===== src/rtl/mem_lsu.sv =====
// mem_lsu: MEM stage load/store unit between EX/MEM and MEM/WB.
// Non-memory ops pass straight through with no added latency.
// Loads and stores run a registered req/ack handshake to a big-endian
// 32-bit data bus and hold stallreq until the access completes or aborts.
//
// Ports:
//   clk, rst        clock (rising edge), synchronous active-high reset
//   mem_wd/wreg     destination register address / write enable in
//   mem_wdata       ALU result in
//   mem_aluop       operation code in
//   mem_addr        effective address in
//   mem_reg2        store data in
//   wd/wreg/wdata   write-back bundle to MEM/WB
//   stallreq        holds the pipeline while an access is in flight
//   misalign        pulse: misaligned access rejected, no bus cycle
//   bus_err         pulse: access aborted after TIMEOUT cycles without ack
//   bus_req/we/addr/sel/wdata  registered bus request side
//   bus_rdata/ack   bus response side
module mem_lsu #(
    parameter int TIMEOUT = 16
) (
    input  logic        clk,
    input  logic        rst,
    input  logic [4:0]  mem_wd,
    input  logic        mem_wreg,
    input  logic [31:0] mem_wdata,
    input  logic [7:0]  mem_aluop,
    input  logic [31:0] mem_addr,
    input  logic [31:0] mem_reg2,
    output logic [4:0]  wd,
    output logic        wreg,
    output logic [31:0] wdata,
    output logic        stallreq,
    output logic        misalign,
    output logic        bus_err,
    output logic        bus_req,
    output logic        bus_we,
    output logic [31:0] bus_addr,
    output logic [3:0]  bus_sel,
    output logic [31:0] bus_wdata,
    input  logic [31:0] bus_rdata,
    input  logic        bus_ack
);

    localparam int CW = (TIMEOUT > 2) ? $clog2(TIMEOUT) : 1;
    localparam logic [CW-1:0] CNT_LAST = CW'(TIMEOUT - 1);

    localparam logic [1:0] S_IDLE = 2'd0;
    localparam logic [1:0] S_BUS  = 2'd1;
    localparam logic [1:0] S_DONE = 2'd2;

    localparam logic [7:0] OP_LB  = 8'hE0;
    localparam logic [7:0] OP_LH  = 8'hE1;
    localparam logic [7:0] OP_LW  = 8'hE3;
    localparam logic [7:0] OP_LBU = 8'hE4;
    localparam logic [7:0] OP_LHU = 8'hE5;
    localparam logic [7:0] OP_SB  = 8'hE8;
    localparam logic [7:0] OP_SH  = 8'hE9;
    localparam logic [7:0] OP_SW  = 8'hEB;

    logic [1:0]    state;
    logic [CW-1:0] cnt;
    logic          err_q;
    logic [31:0]   data_q;

    logic        is_load;
    logic        is_store;
    logic        is_mem;
    logic        sz_b;
    logic        sz_h;
    logic        sz_w;
    logic        uns;
    logic        bad_align;
    logic        start;
    logic [3:0]  sel;
    logic [31:0] sdata;
    logic [7:0]  ld_b;
    logic [15:0] ld_h;
    logic [31:0] ld_fmt;

    // Opcode decode
    always_comb begin
        is_load  = 1'b0;
        is_store = 1'b0;
        sz_b     = 1'b0;
        sz_h     = 1'b0;
        sz_w     = 1'b0;
        uns      = 1'b0;
        case (mem_aluop)
            OP_LB:  begin is_load = 1'b1; sz_b = 1'b1; end
            OP_LH:  begin is_load = 1'b1; sz_h = 1'b1; end
            OP_LW:  begin is_load = 1'b1; sz_w = 1'b1; end
            OP_LBU: begin is_load = 1'b1; sz_b = 1'b1; uns = 1'b1; end
            OP_LHU: begin is_load = 1'b1; sz_h = 1'b1; uns = 1'b1; end
            OP_SB:  begin is_store = 1'b1; sz_b = 1'b1; end
            OP_SH:  begin is_store = 1'b1; sz_h = 1'b1; end
            OP_SW:  begin is_store = 1'b1; sz_w = 1'b1; end
            default: ;
        endcase
    end

    assign is_mem    = is_load | is_store;
    assign bad_align = (sz_h & mem_addr[0]) |
                       (sz_w & (mem_addr[1:0] != 2'b00));

    // Byte lanes: bit 3 is the most significant byte (address offset 0)
    always_comb begin
        sel   = 4'b1111;
        sdata = mem_reg2;
        if (sz_b) begin
            sdata = {4{mem_reg2[7:0]}};
            case (mem_addr[1:0])
                2'd0:    sel = 4'b1000;
                2'd1:    sel = 4'b0100;
                2'd2:    sel = 4'b0010;
                default: sel = 4'b0001;
            endcase
        end else if (sz_h) begin
            sdata = {2{mem_reg2[15:0]}};
            sel   = mem_addr[1] ? 4'b0011 : 4'b1100;
        end
    end

    // Load alignment and extension; inputs are held stable while stalled
    always_comb begin
        case (mem_addr[1:0])
            2'd0:    ld_b = bus_rdata[31:24];
            2'd1:    ld_b = bus_rdata[23:16];
            2'd2:    ld_b = bus_rdata[15:8];
            default: ld_b = bus_rdata[7:0];
        endcase
        ld_h = mem_addr[1] ? bus_rdata[15:0] : bus_rdata[31:16];
        if (sz_b) begin
            ld_fmt = uns ? {24'd0, ld_b} : {{24{ld_b[7]}}, ld_b};
        end else if (sz_h) begin
            ld_fmt = uns ? {16'd0, ld_h} : {{16{ld_h[15]}}, ld_h};
        end else begin
            ld_fmt = bus_rdata;
        end
    end

    // Write-back bundle and control outputs
    always_comb begin
        wd       = 5'd0;
        wreg     = 1'b0;
        wdata    = 32'd0;
        stallreq = 1'b0;
        misalign = 1'b0;
        bus_err  = 1'b0;
        start    = 1'b0;
        if (!rst) begin
            wd = mem_wd;
            case (state)
                S_IDLE: begin
                    // The cycle after an abort lets the faulted op
                    // leave the pipeline instead of retrying it.
                    if (err_q) begin
                        bus_err = 1'b1;
                    end else if (!is_mem) begin
                        wreg  = mem_wreg;
                        wdata = mem_wdata;
                    end else if (bad_align) begin
                        misalign = 1'b1;
                    end else begin
                        stallreq = 1'b1;
                        start    = 1'b1;
                    end
                end
                S_BUS: begin
                    stallreq = 1'b1;
                end
                S_DONE: begin
                    if (is_load) begin
                        wreg  = mem_wreg;
                        wdata = data_q;
                    end
                end
                default: ;
            endcase
        end
    end

    always_ff @(posedge clk) begin
        if (rst) begin
            state     <= S_IDLE;
            cnt       <= '0;
            err_q     <= 1'b0;
            data_q    <= 32'd0;
            bus_req   <= 1'b0;
            bus_we    <= 1'b0;
            bus_addr  <= 32'd0;
            bus_sel   <= 4'd0;
            bus_wdata <= 32'd0;
        end else begin
            err_q <= 1'b0;
            case (state)
                S_IDLE: begin
                    if (start) begin
                        state     <= S_BUS;
                        cnt       <= '0;
                        bus_req   <= 1'b1;
                        bus_we    <= is_store;
                        bus_addr  <= {mem_addr[31:2], 2'b00};
                        bus_sel   <= sel;
                        bus_wdata <= sdata;
                    end
                end
                S_BUS: begin
                    // Ack takes priority over the timeout on the same edge
                    if (bus_ack) begin
                        data_q  <= ld_fmt;
                        bus_req <= 1'b0;
                        state   <= S_DONE;
                    end else if (cnt == CNT_LAST) begin
                        bus_req <= 1'b0;
                        err_q   <= 1'b1;
                        state   <= S_IDLE;
                    end else begin
                        cnt <= cnt + 1'b1;
                    end
                end
                S_DONE: begin
                    state <= S_IDLE;
                end
                default: begin
                    state   <= S_IDLE;
                    bus_req <= 1'b0;
                end
            endcase
        end
    end

endmodule


===== config.mk =====
export PLATFORM = sky130hd
export DESIGN_NAME = mem_lsu
export DESIGN_NICKNAME = d
export VERILOG_FILES = /design/src/rtl/mem_lsu.sv
export SDC_FILE = /design/constraint.sdc
export NUM_CORES = 1
export LEC_CHECK = 0
export CAP_MARGIN = 10
export CORE_ASPECT_RATIO = 1.5
export CORE_MARGIN = 3
export CORE_UTILIZATION = 38
export CTS_CLUSTER_DIAMETER = 150
export DETAILED_ROUTE_END_ITERATION = 6
export PLACE_DENSITY = 0.84
export SYNTH_ARGS = -nofsm -noshare
export SYNTH_HDL_FRONTEND = slang
export SYNTH_SLANG_ARGS = --single-unit

===== constraint.sdc =====
create_clock -name clk -period 2.2 [get_ports clk]
set_clock_uncertainty 0.1 [all_clocks]
set_input_delay 0.55 -clock clk [delete_from_list [all_inputs] [get_ports clk]]
set_output_delay 0.55 -clock clk [all_outputs]
set_load 0.05 [all_outputs]

==> flow_summary.toml, run 1 <==
[cts]
clock-root-buffer = "clkbuf_16"
cts.clk_slew.worst_paths_ns = 0.08
cts_sinks = 107
cts_tree = "done"
cts_max_level = 3
clkLatencyLatePin_ns = 0.35
cts.hold.buffers_added = 0
cts_buffers = 9
clock_path_buffers = 2

[placed_design]
pre_cts_slack_ns = -0.701
portBuffers = 253
hpwl_um = 17200
dp.cells = 1129
gp_congestion = 0.965

[timing]
rsz0062_at_grt = "yes"
fmax_ghz = 0.389
drv_slew = 0
hold_viol_final = 0
fin_crit_ns = 2.57
fin_ws_ns = -0.372
worst_slew_pin_slew_ns = 0.912
fin_crit_sh = 1.17
setup_viol = 35
tns_ns = -11.60
relSlewSlack = 0.392

[global_routing]
grt_max_degree = 77
grtUsageTotal = 0.288
grt_pass1_vias = 6612
overflow = 0
grt_pass1_wl_um = 37100
antenna_found_initial = 0

[drt]
drc = 0
met3_length_um = 2060
routedWlPerCell_um = 22.0
wl_met2_um = 13200
via_per_inst = 5.94
drtAntennaViolNets = 0
highest_layer = "met4"
drt_wl_total_um = 25500
firstDrtPassIters = 5
num_vias = 6901
drt-initial-drc-count = 506
wl_met1_um = 8770

[setup_path]
crit_path_start = "mem_aluop[7]"
cp_max_fo = 8
timing.rr.start = "err_q$_SDFF_PP0_"
crit_path_start_kind = "input pin"
crit_type = "input pin to primary output"
crit_slowest_cell = "a22o_2"
worstPathArrival_ns = 1.92
crit_required_ns = 1.55
cp-end-kind = "primary output"
crit_top_cell = "buf_12"
cp_cell_sequence = "buf_2, and4b_1, nand3_2, nor2b_4, buf_12, clkbuf_16, a22o_2, buf_12"
critPathMaxStageDelay_ns = 0.29

[floorplan]
die_area_sq_um = 16300
die_w_um = 105
floorplan.core_area_sq_um = 14300
dieHeight_um = 155
initial_utilization = 0.395
rows = 53
io_pins = 256

[yosys]
yosysWarningCount = 0
syn_area_sq_um = 5630
synthFlopType = "dfxtp_1"
syn_inst = 675
synth.distinct_cells = 53
synth_seq_area_share = 0.381
async_flop_share = 0
ys_ff_latch = 107
synth_edf_count = 0
syn_area_per_cell_sq_um = 8.34

[cells_and_area]
areaGrowthSynthToFinish_pct = 79.5
fin_cells = 1162
layout_commonest_cell = "clkdlybuf4s50_1"
layout-drive-gt1-share = 0.288
nets = 1110
final_cell_mix = "clkdlybuf4s50_1, dfxtp_1, buf_4"

[min_path]
hold_class = "flop to flop"
worstHoldStart = "bus_addr[5]$_SDFFE_PP0P_"

[outcome]
status = "finished with violations"
violations = "negative setup slack"

[job]
drv_cap = 0

[pwr]
powerDensity_nw_per_um2 = 494
leakage_nw = 4.01
max-vdd-ir-drop_mv = 0.378
## worst paths after layout
path | cells past startpoint | endpoint | slack (ns)
hold / removal | 2 | bus_addr[5]$_SDFFE_PP0P_ | 0.38
setup / recovery | 8 | wdata[18] | -0.37
hold reg to reg | 2 | bus_addr[5]$_SDFFE_PP0P_ | 0.38
setup reg to reg | 7 | bus_wdata[9]$_SDFFE_PP0P_ | 0.22
## area by class of cell
class	instances	area, sq um
clock inverters	7	90.1
repair buffers	355	3860
diodes	1	2.50
well taps	192	240
clock buffers	9	225
flip-flops and latches	107	2140
multi-input cells	483	3510
inverters	8	30.0
fillers	990	4160
## state kept, by name, indices dropped and copies added, names as in the netlist
name	cells
bus_wdata	32
data_q	32
bus_addr	30
bus_sel	4
cnt	4
state	2
bus_req	1
bus_we	1
err_q	1
## worst max-delay path, delay by kind of cell
| family | cells | cell delay, ns |
|---|---|---|
| simple gates | 3 | 0.48 |
| buf+inv | 4 | 0.59 |
| compound gates | 1 | 0.29 |
## cells in the mapped netlist, types with 9 or more instances
master	number	area, sq um
nand3_1	62	310
buf_2	29	145
nand2_1	74	278
nor2_1	35	131
o21ai_0	52	260
a211oi_1	12	90.1
a311oi_1	29	254
mux2i_1	9	90.1
a21oi_1	80	400
a22o_1	32	280
dfxtp_1	107	2140
a211oi_2	10	125
clkbuf_1	36	135
## power breakdown
group          internal, mW  switching, mW
clock network         0.823          0.868
logic                 0.669          0.660
registers              1.96         0.0132
## repair_timing
action | 4_1_cts | 5_1_grt
resized for setup | 65 | 30
setup buffers | 14 | 2
setup endpoints to repair | 135 | 64
pin swaps | 12 | 20
gates cloned | 4 | 1
## per-stage QoR
step | hold slack [ns] | power (mW) | util | instance area, sq um
after floorplan | 0.349 | 2.58 | - | 5920
after global placement | 0.359 | 3.22 | 0.658 | 9380
after detailed placement | 0.368 | 3.24 | 0.658 | 9380
after CTS | 0.378 | 4.96 | 0.699 | 9960
after global routing | 0.400 | 5.14 | 0.708 | 10100
final | 0.377 | 4.99 | 0.708 | 10100
## logic make-up after synthesis
| logic type | share of synthesized area |
|---|---|
| buffers and inverters | 0.0718 |
| flip-flops | 0.381 |
| adder cells (fa/ha/maj) | 0.00222 |
| AO/OA/AOI/OAI | 0.310 |
| multiplexers | 0.0507 |
| other | 0.000666 |
| AND/OR/NAND/NOR | 0.184 |
## routing by layer
| layer | vias up | GRT usage |
|---|---|---|
| met2 | 422 | 0.522 |
| met4 | 0 | 0.144 |
| met5 | - | 0 |
| li1 | 3096 | - |
| met3 | 97 | 0.0743 |
| met1 | 3286 | 0.305 |
Power figures use the tool's default switching activity.
==> run 2, diff against run 1 <==
--- a/config.mk
+++ b/config.mk
@@ -12,6 +12,8 @@
 export CTS_CLUSTER_DIAMETER = 150
 export DETAILED_ROUTE_END_ITERATION = 6
 export PLACE_DENSITY = 0.84
+export SLEW_MARGIN = 20
 export SYNTH_ARGS = -nofsm -noshare
 export SYNTH_HDL_FRONTEND = slang
 export SYNTH_SLANG_ARGS = --single-unit
+export TNS_END_PERCENT = 10
==> run 2 against run 1 <==
  * Critical path depth up 1
  * Final area up 1.3%
  * Routed wire length is 1.7% higher
  * Register-to-register slack lost 0.05 ns
  * Via count grew 0.46%
  * Count of clock-buffer cells in the layout did not move
  * The flow still finishes with violations (negative setup slack)
  * Total power shrank 0.93%
==> flow_summary.toml, run 2 (synthesis results as in run 1) <==
[cts]
cts_tree = "done"
cts_max_level = 3
cts_buffers = 9
clkLatencyLatePin_ns = 0.34
clock_path_buffers = 2
clock-root-buffer = "clkbuf_16"
cts.clk_slew.worst_paths_ns = 0.08
cts_sinks = 107

[drt]
via_per_inst = 5.95
routedWlPerCell_um = 22.2
drc = 0
drt_wl_total_um = 25900
num_vias = 6933
drt-initial-drc-count = 393
drtAntennaViolNets = 0
firstDrtPassIters = 5

[timing]
fin_crit_sh = 1.15
setup_viol = 39
tns_ns = -10.72
fin_crit_ns = 2.53
drv_slew = 0
relSlewSlack = 0.628
worst_slew_pin_slew_ns = 0.557
rsz0062_at_grt = "yes"
hold_viol_final = 0
fin_ws_ns = -0.327
fmax_ghz = 0.396

[pwr]
leakage_nw = 3.97
powerDensity_nw_per_um2 = 483
max-vdd-ir-drop_mv = 0.413
finalPower_mw = 4.94

[job]
drv_cap = 0

[setup_path]
reg2regPathDepth = 7
crit_required_ns = 1.55
crit_type = "input pin to primary output"
crit_path_start_kind = "input pin"
worstPathArrival_ns = 1.88
cp_max_fo = 8
cp-end-kind = "primary output"

[min_path]
hold_depth = 2
hold_class = "flop to flop"

[outcome]
violations = "negative setup slack"
status = "finished with violations"

[cells_and_area]
nets = 1114
layout-drive-gt1-share = 0.286
seq_area_sq_um = 2140
fin_area_sq_um = 10200
final_cell_mix = "clkdlybuf4s50_1, dfxtp_1, buf_4"
multi_input_area_sq_um = 3550
reg_top3 = "bus_wdata (32), data_q (32), bus_addr (30)"
fill_cells = 956
layout_commonest_cell = "clkdlybuf4s50_1"
areaGrowthSynthToFinish_pct = 81.8

[global_routing]
antenna_found_initial = 1
grt_pass1_vias = 6870
overflow = 0
grtUsageTotal = 0.301
grt_pass1_wl_um = 38700
grt_max_degree = 58

[floorplan]
dieHeight_um = 155
rows = 53
die_area_sq_um = 16300
initial_utilization = 0.395
die_w_um = 105
floorplan.core_area_sq_um = 14300
io_pins = 256

[placed_design]
hpwl_um = 16400
pre_cts_slack_ns = -0.697
gp_congestion = 0.946
place_area_sq_um = 9290
portBuffers = 253
## run 2: changes by cell type in the layout (fill, tap and decap cells not counted), moves of 3 or more
cell	before	now
a22o_2	3	0
clkdlybuf4s50_1	166	175
buf_2	8	2
dlymetal6s2s_1	12	8
buf_6	7	22
nor2b_2	5	0
nor2b_1	2	7
inv_8	3	0
buf_4	105	97
a22o_4	29	32
## run 2: repair_timing
item	4_1_cts	5_1_grt
hold buffers	0	0
cloned	4	0
gates resized for setup	104	20
pin swaps	12	9
buffers inserted	13	1
setup endpoints to repair	129	68
## run 2: routing by layer
layer / track usage / share of wire / vias up
li1: - / - / 3099
met1: 0.314 / 0.33 / 3278
met2: 0.540 / 0.51 / 446
met3: 0.0714 / 0.087 / 110
met4: 0.183 / 0.072 / 0
met5: 0 / 0 / -
## run 2: power breakdown
group          switching, mW  internal, mW  leakage, nW
sequential            0.0131          1.96        0.864
clock                  0.845         0.810        0.145
combinational          0.657         0.662         2.96
## run 2: path summary, 6_finish.rpt
| kind | slack, ns | startpoint | endpoint |
|---|---|---|---|
| max | -0.33 | mem_aluop[6] | wdata[31] |
| min reg2reg | 0.38 | bus_addr[16]$_SDFFE_PP0P_ | bus_addr[16]$_SDFFE_PP0P_ |
| min | 0.38 | bus_addr[16]$_SDFFE_PP0P_ | bus_addr[16]$_SDFFE_PP0P_ |
| max reg2reg | 0.17 | state[1]$_SDFFE_PP0P_ | bus_wdata[11]$_SDFFE_PP0P_ |
## run 2: area by class of cell
| cell class | instances | area share |
|---|---|---|
| repair buffers | 359 | 0.386 |
| multi-input cells | 483 | 0.347 |
| flip-flops and latches | 107 | 0.210 |
| well taps | 192 | 0.0235 |
| clock buffers | 9 | 0.0220 |
| clock inverters | 7 | 0.00807 |
| inverters | 8 | 0.00294 |
| diodes | 1 | 0.000245 |
## run 2: metrics by stage
stage,instances,util,hold WS (ns)
2_1_floorplan,676,-,0.349
4_1_cts,1165,0.710,0.376
5_1_grt,1166,0.717,0.397
3_3_place_gp,1133,0.652,0.359
6_report,1166,0.717,0.376
3_5_place_dp,1133,0.652,0.366
## run 2: worst max-delay path, cell delays in order
cell,delay [ns]
buf_6,0.07
buf_6,0.09
nand4b_4,0.14
a21oi_4,0.16
and4b_2,0.27
buf_6,0.15
buf_12,0.15
a22o_4,0.14
buf_12,0.13
==> run 3, diff against run 2 <==
--- a/config.mk
+++ b/config.mk
@@ -9,10 +9,11 @@
 export CORE_ASPECT_RATIO = 1.5
 export CORE_MARGIN = 3
 export CORE_UTILIZATION = 38
+export CTS_BUF_LIST = sky130_fd_sc_hd__clkbuf_4 sky130_fd_sc_hd__clkbuf_8 sky130_fd_sc_hd__clkbuf_16
 export CTS_CLUSTER_DIAMETER = 150
 export DETAILED_ROUTE_END_ITERATION = 6
 export PLACE_DENSITY = 0.84
-export SLEW_MARGIN = 20
+export SLEW_MARGIN = 10
 export SYNTH_ARGS = -nofsm -noshare
 export SYNTH_HDL_FRONTEND = slang
 export SYNTH_SLANG_ARGS = --single-unit
==> results of run 3 <==
No change in the layout: final DEF, timing and power equal those of run 2.
